[config.mk]
export PLATFORM = sky130hd
export DESIGN_NAME = burst_capture_buffer
export DESIGN_NICKNAME = d
export VERILOG_FILES = /design/src/rtl/burst_buffer_pkg.sv /design/src/rtl/buffer_regfile.sv /design/src/rtl/burst_capture_buffer.sv
export SDC_FILE = /design/constraint.sdc
export NUM_CORES = 1
export LEC_CHECK = 0
export ABC_AREA = 1
export CORE_UTILIZATION = 63
export CTS_CLUSTER_DIAMETER = 150
export CTS_CLUSTER_SIZE = 16
export DETAILED_ROUTE_END_ITERATION = 16
export HOLD_SLACK_MARGIN = 0.08
export PLACE_DENSITY = 0.93
export SKIP_CTS_REPAIR_TIMING = 1
export SYNTH_ARGS = -nofsm -noshare
export SYNTH_HDL_FRONTEND = slang
export SYNTH_HIERARCHICAL = 1
export SYNTH_SLANG_ARGS = --single-unit
[constraint.sdc]
create_clock -name clock -period 4.4 [get_ports clock]
set_input_delay 0.44 -clock clock [delete_from_list [all_inputs] [get_ports clock]]
set_output_delay 0.44 -clock clock [all_outputs]
set_load 0.01 [all_outputs]
[src/rtl/burst_buffer_pkg.sv]
// Shared constants for the burst capture buffer: FSM state encoding and
// a pointer-width helper used by the top and the storage sub-module.
package burst_buffer_pkg;

    typedef enum logic [1:0] {
        IDLE    = 2'd0,
        CAPTURE = 2'd1,
        DRAIN   = 2'd2
    } state_e;

    // Index width for a DEPTH-entry array; at least one bit.
    function automatic int unsigned ptr_width(input int unsigned depth);
        if (depth > 32'd1) begin
            return $clog2(depth);
        end else begin
            return 32'd1;
        end
    endfunction

endpackage

[src/rtl/buffer_regfile.sv]
// DEPTH x WIDTH storage with one synchronous write port and one
// asynchronous read port. Contents are intentionally not reset.
module buffer_regfile
    import burst_buffer_pkg::*;
#(
    parameter int unsigned WIDTH = 16,
    parameter int unsigned DEPTH = 8,
    parameter int unsigned PW    = ptr_width(DEPTH)
) (
    input  logic             clock,
    input  logic             wr_en,
    input  logic [PW-1:0]    wr_addr,
    input  logic [WIDTH-1:0] wr_data,
    input  logic [PW-1:0]    rd_addr,
    output logic [WIDTH-1:0] rd_data
);

    logic [WIDTH-1:0] mem_q [DEPTH];

    // Write port: one word per enabled edge.
    always_ff @(posedge clock) begin
        if (wr_en) begin
            mem_q[wr_addr] <= wr_data;
        end
    end

    assign rd_data = mem_q[rd_addr];

endmodule

[src/rtl/burst_capture_buffer.sv]
// Captures a burst of DEPTH qualified words, then drains them to a
// ready/valid consumer. Control, pointers and status live here.
module burst_capture_buffer
    import burst_buffer_pkg::*;
#(
    parameter int unsigned WIDTH = 16,
    parameter int unsigned DEPTH = 8
) (
    input  logic                       clock,
    input  logic                       reset,
    input  logic                       data_start,
    input  logic                       data_valid,
    input  logic [WIDTH-1:0]           data_in,
    input  logic                       abort,
    input  logic                       rd_ready,
    output logic                       rd_valid,
    output logic [WIDTH-1:0]           rd_data,
    output logic                       rd_last,
    output logic                       busy,
    output logic [$clog2(DEPTH+1)-1:0] word_count,
    output logic                       start_ignored
);

    localparam int unsigned PW = ptr_width(DEPTH);
    localparam int unsigned CW = $clog2(DEPTH + 1);
    localparam logic [PW-1:0] LAST_PTR = PW'(DEPTH - 1);

    state_e        state_q, state_d;
    logic [PW-1:0] wr_ptr_q, wr_ptr_d;
    logic [PW-1:0] rd_ptr_q, rd_ptr_d;
    logic [CW-1:0] word_count_q, word_count_d;
    logic          start_ignored_q, start_ignored_d;
    logic          rd_valid_q, rd_valid_d;
    logic          rd_last_q, rd_last_d;
    logic          busy_q, busy_d;
    logic          wr_en_s;

    // Next-state, pointer and status computation; abort overrides everything.
    always_comb begin
        state_d         = state_q;
        wr_ptr_d        = wr_ptr_q;
        rd_ptr_d        = rd_ptr_q;
        word_count_d    = word_count_q;
        start_ignored_d = start_ignored_q;
        wr_en_s         = 1'b0;

        if (abort) begin
            state_d      = IDLE;
            wr_ptr_d     = {PW{1'b0}};
            rd_ptr_d     = {PW{1'b0}};
            word_count_d = {CW{1'b0}};
        end else begin
            if (data_start && (state_q != IDLE)) begin
                start_ignored_d = 1'b1;
            end else begin
                start_ignored_d = start_ignored_q;
            end

            case (state_q)
                IDLE: begin
                    if (data_start) begin
                        state_d      = CAPTURE;
                        wr_ptr_d     = {PW{1'b0}};
                        word_count_d = {CW{1'b0}};
                    end else begin
                        state_d = IDLE;
                    end
                end
                CAPTURE: begin
                    if (data_valid) begin
                        wr_en_s      = 1'b1;
                        word_count_d = word_count_q + CW'(1);
                        // Last slot: hold wr_ptr at DEPTH-1 so it never wraps.
                        if (wr_ptr_q == LAST_PTR) begin
                            state_d  = DRAIN;
                            rd_ptr_d = {PW{1'b0}};
                        end else begin
                            wr_ptr_d = wr_ptr_q + PW'(1);
                        end
                    end else begin
                        state_d = CAPTURE;
                    end
                end
                DRAIN: begin
                    if (rd_ready) begin
                        if (rd_ptr_q == LAST_PTR) begin
                            state_d      = IDLE;
                            wr_ptr_d     = {PW{1'b0}};
                            rd_ptr_d     = {PW{1'b0}};
                            word_count_d = {CW{1'b0}};
                        end else begin
                            rd_ptr_d = rd_ptr_q + PW'(1);
                        end
                    end else begin
                        state_d = DRAIN;
                    end
                end
                default: begin
                    state_d      = IDLE;
                    wr_ptr_d     = {PW{1'b0}};
                    rd_ptr_d     = {PW{1'b0}};
                    word_count_d = {CW{1'b0}};
                end
            endcase
        end

        rd_valid_d = (state_d == DRAIN);
        busy_d     = (state_d != IDLE);
        if ((state_d == DRAIN) && (rd_ptr_d == LAST_PTR)) begin
            rd_last_d = 1'b1;
        end else begin
            rd_last_d = 1'b0;
        end
    end

    // State and status registers with synchronous reset.
    always_ff @(posedge clock) begin
        if (reset) begin
            state_q         <= IDLE;
            wr_ptr_q        <= {PW{1'b0}};
            rd_ptr_q        <= {PW{1'b0}};
            word_count_q    <= {CW{1'b0}};
            start_ignored_q <= 1'b0;
            rd_valid_q      <= 1'b0;
            rd_last_q       <= 1'b0;
            busy_q          <= 1'b0;
        end else begin
            state_q         <= state_d;
            wr_ptr_q        <= wr_ptr_d;
            rd_ptr_q        <= rd_ptr_d;
            word_count_q    <= word_count_d;
            start_ignored_q <= start_ignored_d;
            rd_valid_q      <= rd_valid_d;
            rd_last_q       <= rd_last_d;
            busy_q          <= busy_d;
        end
    end

    buffer_regfile #(
        .WIDTH (WIDTH),
        .DEPTH (DEPTH),
        .PW    (PW)
    ) u_regfile (
        .clock   (clock),
        .wr_en   (wr_en_s && !reset),
        .wr_addr (wr_ptr_q),
        .wr_data (data_in),
        .rd_addr (rd_ptr_q),
        .rd_data (rd_data)
    );

    assign rd_valid      = rd_valid_q;
    assign rd_last       = rd_last_q;
    assign busy          = busy_q;
    assign word_count    = word_count_q;
    assign start_ignored = start_ignored_q;

endmodule

==> results.sh, run 1 <==
export IMPL_powerDensity_nw_per_um2=395.4
export IMPL_synth_top_family_by_area="simple AND/OR/NAND/NOR gates"
export IMPL_cp_data_arrival_time_ps=3090
export IMPL_worstHoldPathCells=2
export IMPL_slowest_delay_ps=900
export IMPL_num_vias=5062
export IMPL_crit_slowest_cell="inv_1"
export IMPL_ios=46
export IMPL_syn_num_nets=723
export IMPL_clkSlewWorstSetupHoldPaths_ps=60
export IMPL_worst_pin_slew_ps=1179
export IMPL_rsz0062_at_grt="false"
export IMPL_grt_antenna_before_repair=0
export IMPL_cts_tree="built"
export IMPL_relSlewSlack_pct=21.34
export IMPL_p_leak_nw=3.448
export IMPL_worstSetupPathType="flip-flop to primary output"
export IMPL_via_per_inst=5.669
export IMPL_r2r_cells=9
export IMPL_numCtsBuffers=17
export IMPL_num_nets_final=775
export IMPL_avgSynthCellArea_sq_um=9.371
export IMPL_grt_pass1_wl_um=25100
export IMPL_ctsLongestPathBuffers=2
export IMPL_fp_dieArea_sq_um=10760
export IMPL_rr_startpoint="rd_ptr_q[0]"
export IMPL_finalMaxSlewViolations=0
export IMPL_yosys_top_cells_area="edfxtp_1, nand2_1, inv_1"
export IMPL_synth_top_area_share_pct=58.93
export IMPL_cp_buffers_inverters=3
export IMPL_place_gp_congestion=0.9195
export IMPL_setup_viol=0
export IMPL_finalPower_mw=3.028
export IMPL_crit_required_ps=3960
export IMPL_post_dp_hpwl_um=9274
export IMPL_multi_input_area_sq_um=1623
export IMPL_wire_per_inst_um=17.54
export IMPL_die_w_um=103.8
export IMPL_grt_max_degree=69
export IMPL_area_delta_synth_final_pct=17.42
export IMPL_cts_root_buf="clkbuf_8"
export IMPL_die_h_um=103.8
export IMPL_hold_end="word_count[1]"
export IMPL_yosys_mux_area_fraction_pct=0
export IMPL_synth_seq_cells=144
export IMPL_synth_xor_area_share_pct=0
export IMPL_core_sq_um=9910
export IMPL_cts_sinks=144
export IMPL_regArea_sq_um=4165
export IMPL_fmax_mhz=282.9
export IMPL_grt_pass1_vias=5157
export IMPL_syn_cell_area_sq_um=6523
export IMPL_yosys_area_share_simple_pct=22.77
export IMPL_insertion_delay_ps=530
export IMPL_cp_max_fo=35
export IMPL_drc=0
export IMPL_n_antenna_cell=0
export IMPL_path_cells="buf_4 > inv_1 > nand3_1 > nand2_1 > nand2_1 > nand2_1 > clkdlybuf4s50_1"
export IMPL_overflow=0
export IMPL_finalSetupTns_ps=0
export IMPL_fillers=572
export IMPL_hold_ws_ps=507.0
export IMPL_start_kind="flip-flop"
export IMPL_drv_cap=0
export IMPL_firstDrtPassIters=5
export IMPL_synth_compound_area_share_pct=1.151
export IMPL_antenna_left=0
export IMPL_cp_startpoint="rd_ptr_q[1]"
export IMPL_fp_row_count=36
export IMPL_rrSetupSlack_ps=2290
export IMPL_r2r_end="wr_ptr_q[2]"
export IMPL_hp_start="word_count[1]"
export IMPL_cp_top_family="buffers and inverters"
export IMPL_fin_crit_sh_pct=80.34
export IMPL_ctsHtreeMaxLevel=4
export IMPL_port_buffers=45
export IMPL_finalWirelength_um=15660
export IMPL_ys_types=22
export IMPL_ir_drop_mv=0.2723
export IMPL_ys_seq_area_share_pct=63.84
export IMPL_hold_class="flip-flop to flip-flop"
export IMPL_yosys_area_top_type="edfxtp_1"
export IMPL_drt_iter0_drc=541
export IMPL_outcome="complete, no violations"
export IMPL_hold_violations=0
export IMPL_cpMostUsedCell="nand2_1"
export IMPL_finClkSkew_ps=8.534
export IMPL_start_util_pct=65.82
export IMPL_postLayoutCoreUtil_pct=77.29
export IMPL_end_kind="primary output"
export IMPL_grt_usage_pct=30.95
export IMPL_synthAdderAreaFrac_pct=0.9591
export IMPL_layout_drive_gt1_share_pct=7.237
export IMPL_yosys_warnings=6
export IMPL_fin_crit_ps=3535
export IMPL_post_synth_inst_count=696
[metrics by stage]
stage                     setup slack (ps)  area (sq um)  cells
final                                865.2          7659    893
after global routing                 748.7          7659    893
after CTS                            933.3          7659    893
after detailed placement              1529          7054    862
after global placement                1649          7054    862
after floorplan                       2166          6523    696
[Yosys cell counts]
master	n
inv_2	3
nor2_4	2
dfxtp_1	16
nand3_2	1
a31oi_1	1
a21oi_2	1
nand3b_1	1
nor2_1	24
buf_2	12
o21ai_0	4
or2_2	2
nand2_2	2
nor2_2	2
inv_1	148
nand3_1	77
buf_4	4
buf_6	7
a21oi_1	8
ha_1	5
edfxtp_1	128
nor3_1	1
nand2_1	247
[area by class of cell]
cell class                 count  share of cell area, %
sequential                   144                  54.39
inverter                     151                  7.401
clock buffer                  17                  5.408
clock inverter                14                  2.483
tap                          133                  2.173
multi-input combinational    378                  21.19
timing repair buffer          56                  6.960
[routing by layer]
| metal | share of wire (%) | GRT usage (%) | wire (um) | vias up |
|---|---|---|---|---|
| li1 | - | - | - | 2273 |
| met1 | 36 | 36.23 | 5691 | 2361 |
| met2 | 49 | 52.01 | 7711 | 337 |
| met3 | 9.1 | 6.860 | 1420 | 91 |
| met4 | 5.4 | 19.39 | 840 | 0 |
| met5 | 0 | 0 | 0 | - |
[placed cells by master, fill, tap and decap left out]
cell,synthesis,final
a21oi_1,8,8
nand3_1,77,77
clkinv_1,0,1
dfxtp_2,0,1
nand2_1,247,247
inv_2,3,3
clkinv_2,0,2
buf_4,4,11
nand3_2,1,1
clkbuf_16,0,16
edfxtp_1,128,128
dfxtp_1,16,15
nor2_1,24,24
or2_2,2,2
bufinv_16,0,4
clkinv_4,0,1
inv_1,148,148
a31oi_1,1,1
nand2_2,2,2
nand3b_1,1,1
ha_1,5,5
clkdlybuf4s50_1,0,45
nor2_2,2,2
nor3_1,1,1
a21oi_2,1,1
clkbuf_8,0,1
clkinvlp_4,0,4
o21ai_0,4,4
nor2_4,2,2
inv_6,0,2
[registers in the layout (all words and copies together) (netlist names)]
signal	cells
wr_ptr_q	3
busy	1
u_regfile/mem_q	128
rd_valid	1
state_q	2
rd_ptr_q	3
word_count	4
rd_last	1
start_ignored	1
[tightest hold or removal path, cell delays in order, from the launching register on]
cell,delay [ps]
dfxtp_1,340
nand2_1,70
a21oi_1,50
[worst max path at each step]
stage,endpoint,cells after the start,slack [ps]
after floorplan,u_regfile/mem_q[0][0],5,2170
after global placement,u_regfile/mem_q[5][15],7,1650
after detailed placement,rd_data[12],7,1530
after CTS,rd_data[3],7,930
after global routing,rd_data[3],7,750
final,rd_data[3],7,870
[cell families after synthesis]
family	count (synthesis)
compound gates	14
fa+ha+maj	5
buf+inv	174
flops	144
simple gates	359
[power breakdown]
part | total [mW] | switching, mW | leakage [nW] | internal [mW]
clock | 1.46 | 0.546 | 0.284 | 0.916
sequential | 1.49 | 0.00303 | 1.28 | 1.49
combinational | 0.0722 | 0.0441 | 1.88 | 0.0281
total | 3.03 | 0.593 | 3.45 | 2.43
(Power assumes the default switching activity.)
==> run 2: changes to the inputs <==
--- a/config.mk
+++ b/config.mk
@@ -6,12 +6,12 @@
 export NUM_CORES = 1
 export LEC_CHECK = 0
 export ABC_AREA = 1
-export CORE_UTILIZATION = 63
+export CORE_UTILIZATION = 53
 export CTS_CLUSTER_DIAMETER = 150
 export CTS_CLUSTER_SIZE = 16
 export DETAILED_ROUTE_END_ITERATION = 16
 export HOLD_SLACK_MARGIN = 0.08
-export PLACE_DENSITY = 0.93
+export PLACE_DENSITY = 0.84
 export SKIP_CTS_REPAIR_TIMING = 1
 export SYNTH_ARGS = -nofsm -noshare
 export SYNTH_HDL_FRONTEND = slang
==> constraint.sdc (replaced) <==
create_clock -name clock -period 3.1 [get_ports clock]
set_input_delay 0.31 -clock clock [delete_from_list [all_inputs] [get_ports clock]]
set_output_delay 0.31 -clock clock [all_outputs]
set_load 0.01 [all_outputs]
==> run 2 against run 1 <==
  * The flow now finishes with violations (design-rule violations)
  * Non-clock buffer count is 5 higher
  * Sequential cell count did not move
  * Critical path depth did not move
  * Final cell count up 2.2%
  * Critical endpoint is now rd_data[1]
  * Highest routed layer unchanged
==> results.sh, run 2 (synthesis results as in run 1) <==
export IMPL_outcome="complete, but fails checks"
export IMPL_violations="design-rule violations"
export IMPL_dp_cells=881
export IMPL_relSlewSlack_pct=51.97
export IMPL_firstDrtPassIters=11
export IMPL_numCtsBuffers=17
export IMPL_crit_required_ps=2790
export IMPL_fillers=882
export IMPL_grt_pass1_wl_um=21880
export IMPL_largest_register="u_regfile/mem_q"
export IMPL_fmax_mhz=365.2
export IMPL_setup_viol=0
export IMPL_antenna_left=0
export IMPL_n_antenna_cell=0
export IMPL_drc=1
export IMPL_cts_root_buf="clkbuf_16"
export IMPL_grt_pass1_vias=4584
export IMPL_num_vias=4564
export IMPL_r2r_end="wr_ptr_q[2]"
export IMPL_num_nets_final=780
export IMPL_hold_violations=0
export IMPL_fin_cells=913
export IMPL_ctsLongestPathBuffers=2
export IMPL_hold_class="flip-flop to flip-flop"
export IMPL_drt_iter0_drc=323
export IMPL_p_leak_nw=3.468
export IMPL_dp_slack_ps=608.9
export IMPL_r2r_cells=9
export IMPL_end_kind="primary output"
export IMPL_cts_tree="built"
export IMPL_drv_cap=0
export IMPL_ctsHtreeMaxLevel=4
export IMPL_mostFrequentLayoutCells="nand2_1, inv_1, edfxtp_1"
export IMPL_post_dp_hpwl_um=8254
export IMPL_postPlaceCellArea_sq_um=7122
export IMPL_finalMaxSlewViolations=0
export IMPL_cp_data_arrival_time_ps=2430
export IMPL_rr_startpoint="rd_ptr_q[0]"
export IMPL_layout_drive_gt1_share_pct=6.789
export IMPL_finalSetupTns_ps=0
export IMPL_multi_input_area_sq_um=1623
export IMPL_wire_per_inst_um=14.73
export IMPL_die_w_um=112.9
export IMPL_area_delta_synth_final_pct=17.82
export IMPL_port_buffers=45
export IMPL_place_gp_congestion=0.8675
export IMPL_rrSetupSlack_ps=1000
export IMPL_grt_antenna_before_repair=0
export IMPL_clkSlewWorstSetupHoldPaths_ps=60
export IMPL_fin_ws_ps=361.7
export IMPL_final_common_cell="nand2_1"
export IMPL_ios=46
export IMPL_start_util_pct=54.30
export IMPL_ir_drop_mv=0.3845
export IMPL_fp_row_count=40
export IMPL_fp_dieArea_sq_um=12750
export IMPL_regArea_sq_um=4165
export IMPL_fin_area_sq_um=7685
export IMPL_overflow=0
export IMPL_via_per_inst=4.999
export IMPL_finalWirelength_um=13450
export IMPL_insertion_delay_ps=410
export IMPL_cp_endpoint="rd_data[1]"
export IMPL_core_sq_um=12010
export IMPL_cp_max_fo=68
export IMPL_die_h_um=112.9
export IMPL_fin_crit_sh_pct=88.33
export IMPL_fin_crit_ps=2738
export IMPL_grt_usage_pct=23.13
export IMPL_rsz0062_at_grt="false"
export IMPL_start_kind="flip-flop"
export IMPL_powerDensity_nw_per_um2=541.8
export IMPL_cp_startpoint="rd_ptr_q[0]"
export IMPL_worstSetupPathType="flip-flop to primary output"
export IMPL_grt_max_degree=69
export IMPL_largest_reg_flops=128
export IMPL_cts_sinks=144
export IMPL_worst_pin_slew_ps=720.4
export IMPL_finClkSkew_ps=6.859
## run 2: layout make-up
| class | count | area share [%] |
|---|---|---|
| Timing Repair Buffer | 61 | 7.587 |
| Sequential cell | 144 | 54.20 |
| Clock inverter | 9 | 1.498 |
| Tap cell | 147 | 2.393 |
| Multi-Input combinational cell | 378 | 21.12 |
| Clock buffer | 23 | 5.829 |
| Inverter | 151 | 7.375 |
## run 2: how the worst min path moves through the flow
stage | start | endpoint | slack, ps | cells past startpoint
6_report | start_ignored | start_ignored | 490 | 2
5_1_grt | start_ignored | start_ignored | 520 | 2
4_1_cts | start_ignored | start_ignored | 500 | 2
3_5_place_dp | start_ignored | start_ignored | 480 | 2
3_3_place_gp | start_ignored | start_ignored | 470 | 2
2_1_floorplan | reset | rd_ptr_q[1] | 380 | 1
## run 2: worst max-delay path, cell delays in order (launching register included)
cell,delay (ps)
dfxtp_2,330
buf_4,560
nand2_1,180
nand3_1,160
nand2_1,110
nand2_1,80
nand2_1,70
clkdlybuf4s50_1,470
## run 2: per-stage QoR
| stage | util (%) | power (mW) | hold slack, ps |
|---|---|---|---|
| final | 63.98 | 4.163 | 491.4 |
| after detailed placement | 59.29 | 2.256 | 477.0 |
| after global routing | 63.98 | 4.286 | 519.3 |
| after global placement | 59.29 | 2.255 | 473.3 |
| after floorplan | - | 2.192 | 381.8 |
| after CTS | 63.98 | 4.185 | 495.9 |
## run 2: where the power goes
group | internal, mW | switching [mW] | leakage, nW
combinational | 0.0399 | 0.0572 | 1.91
clock | 1.25 | 0.696 | 0.273
sequential | 2.12 | 0.00404 | 1.28
total | 3.41 | 0.758 | 3.47
## run 2: metal layers
layer	part of all wire, %	up-vias	GRT usage (%)
met1	39	2068	27.34
met5	0	-	0
li1	-	2275	-
met4	2.5	0	11.67
met3	7.0	29	5.517
met2	51	192	39.71
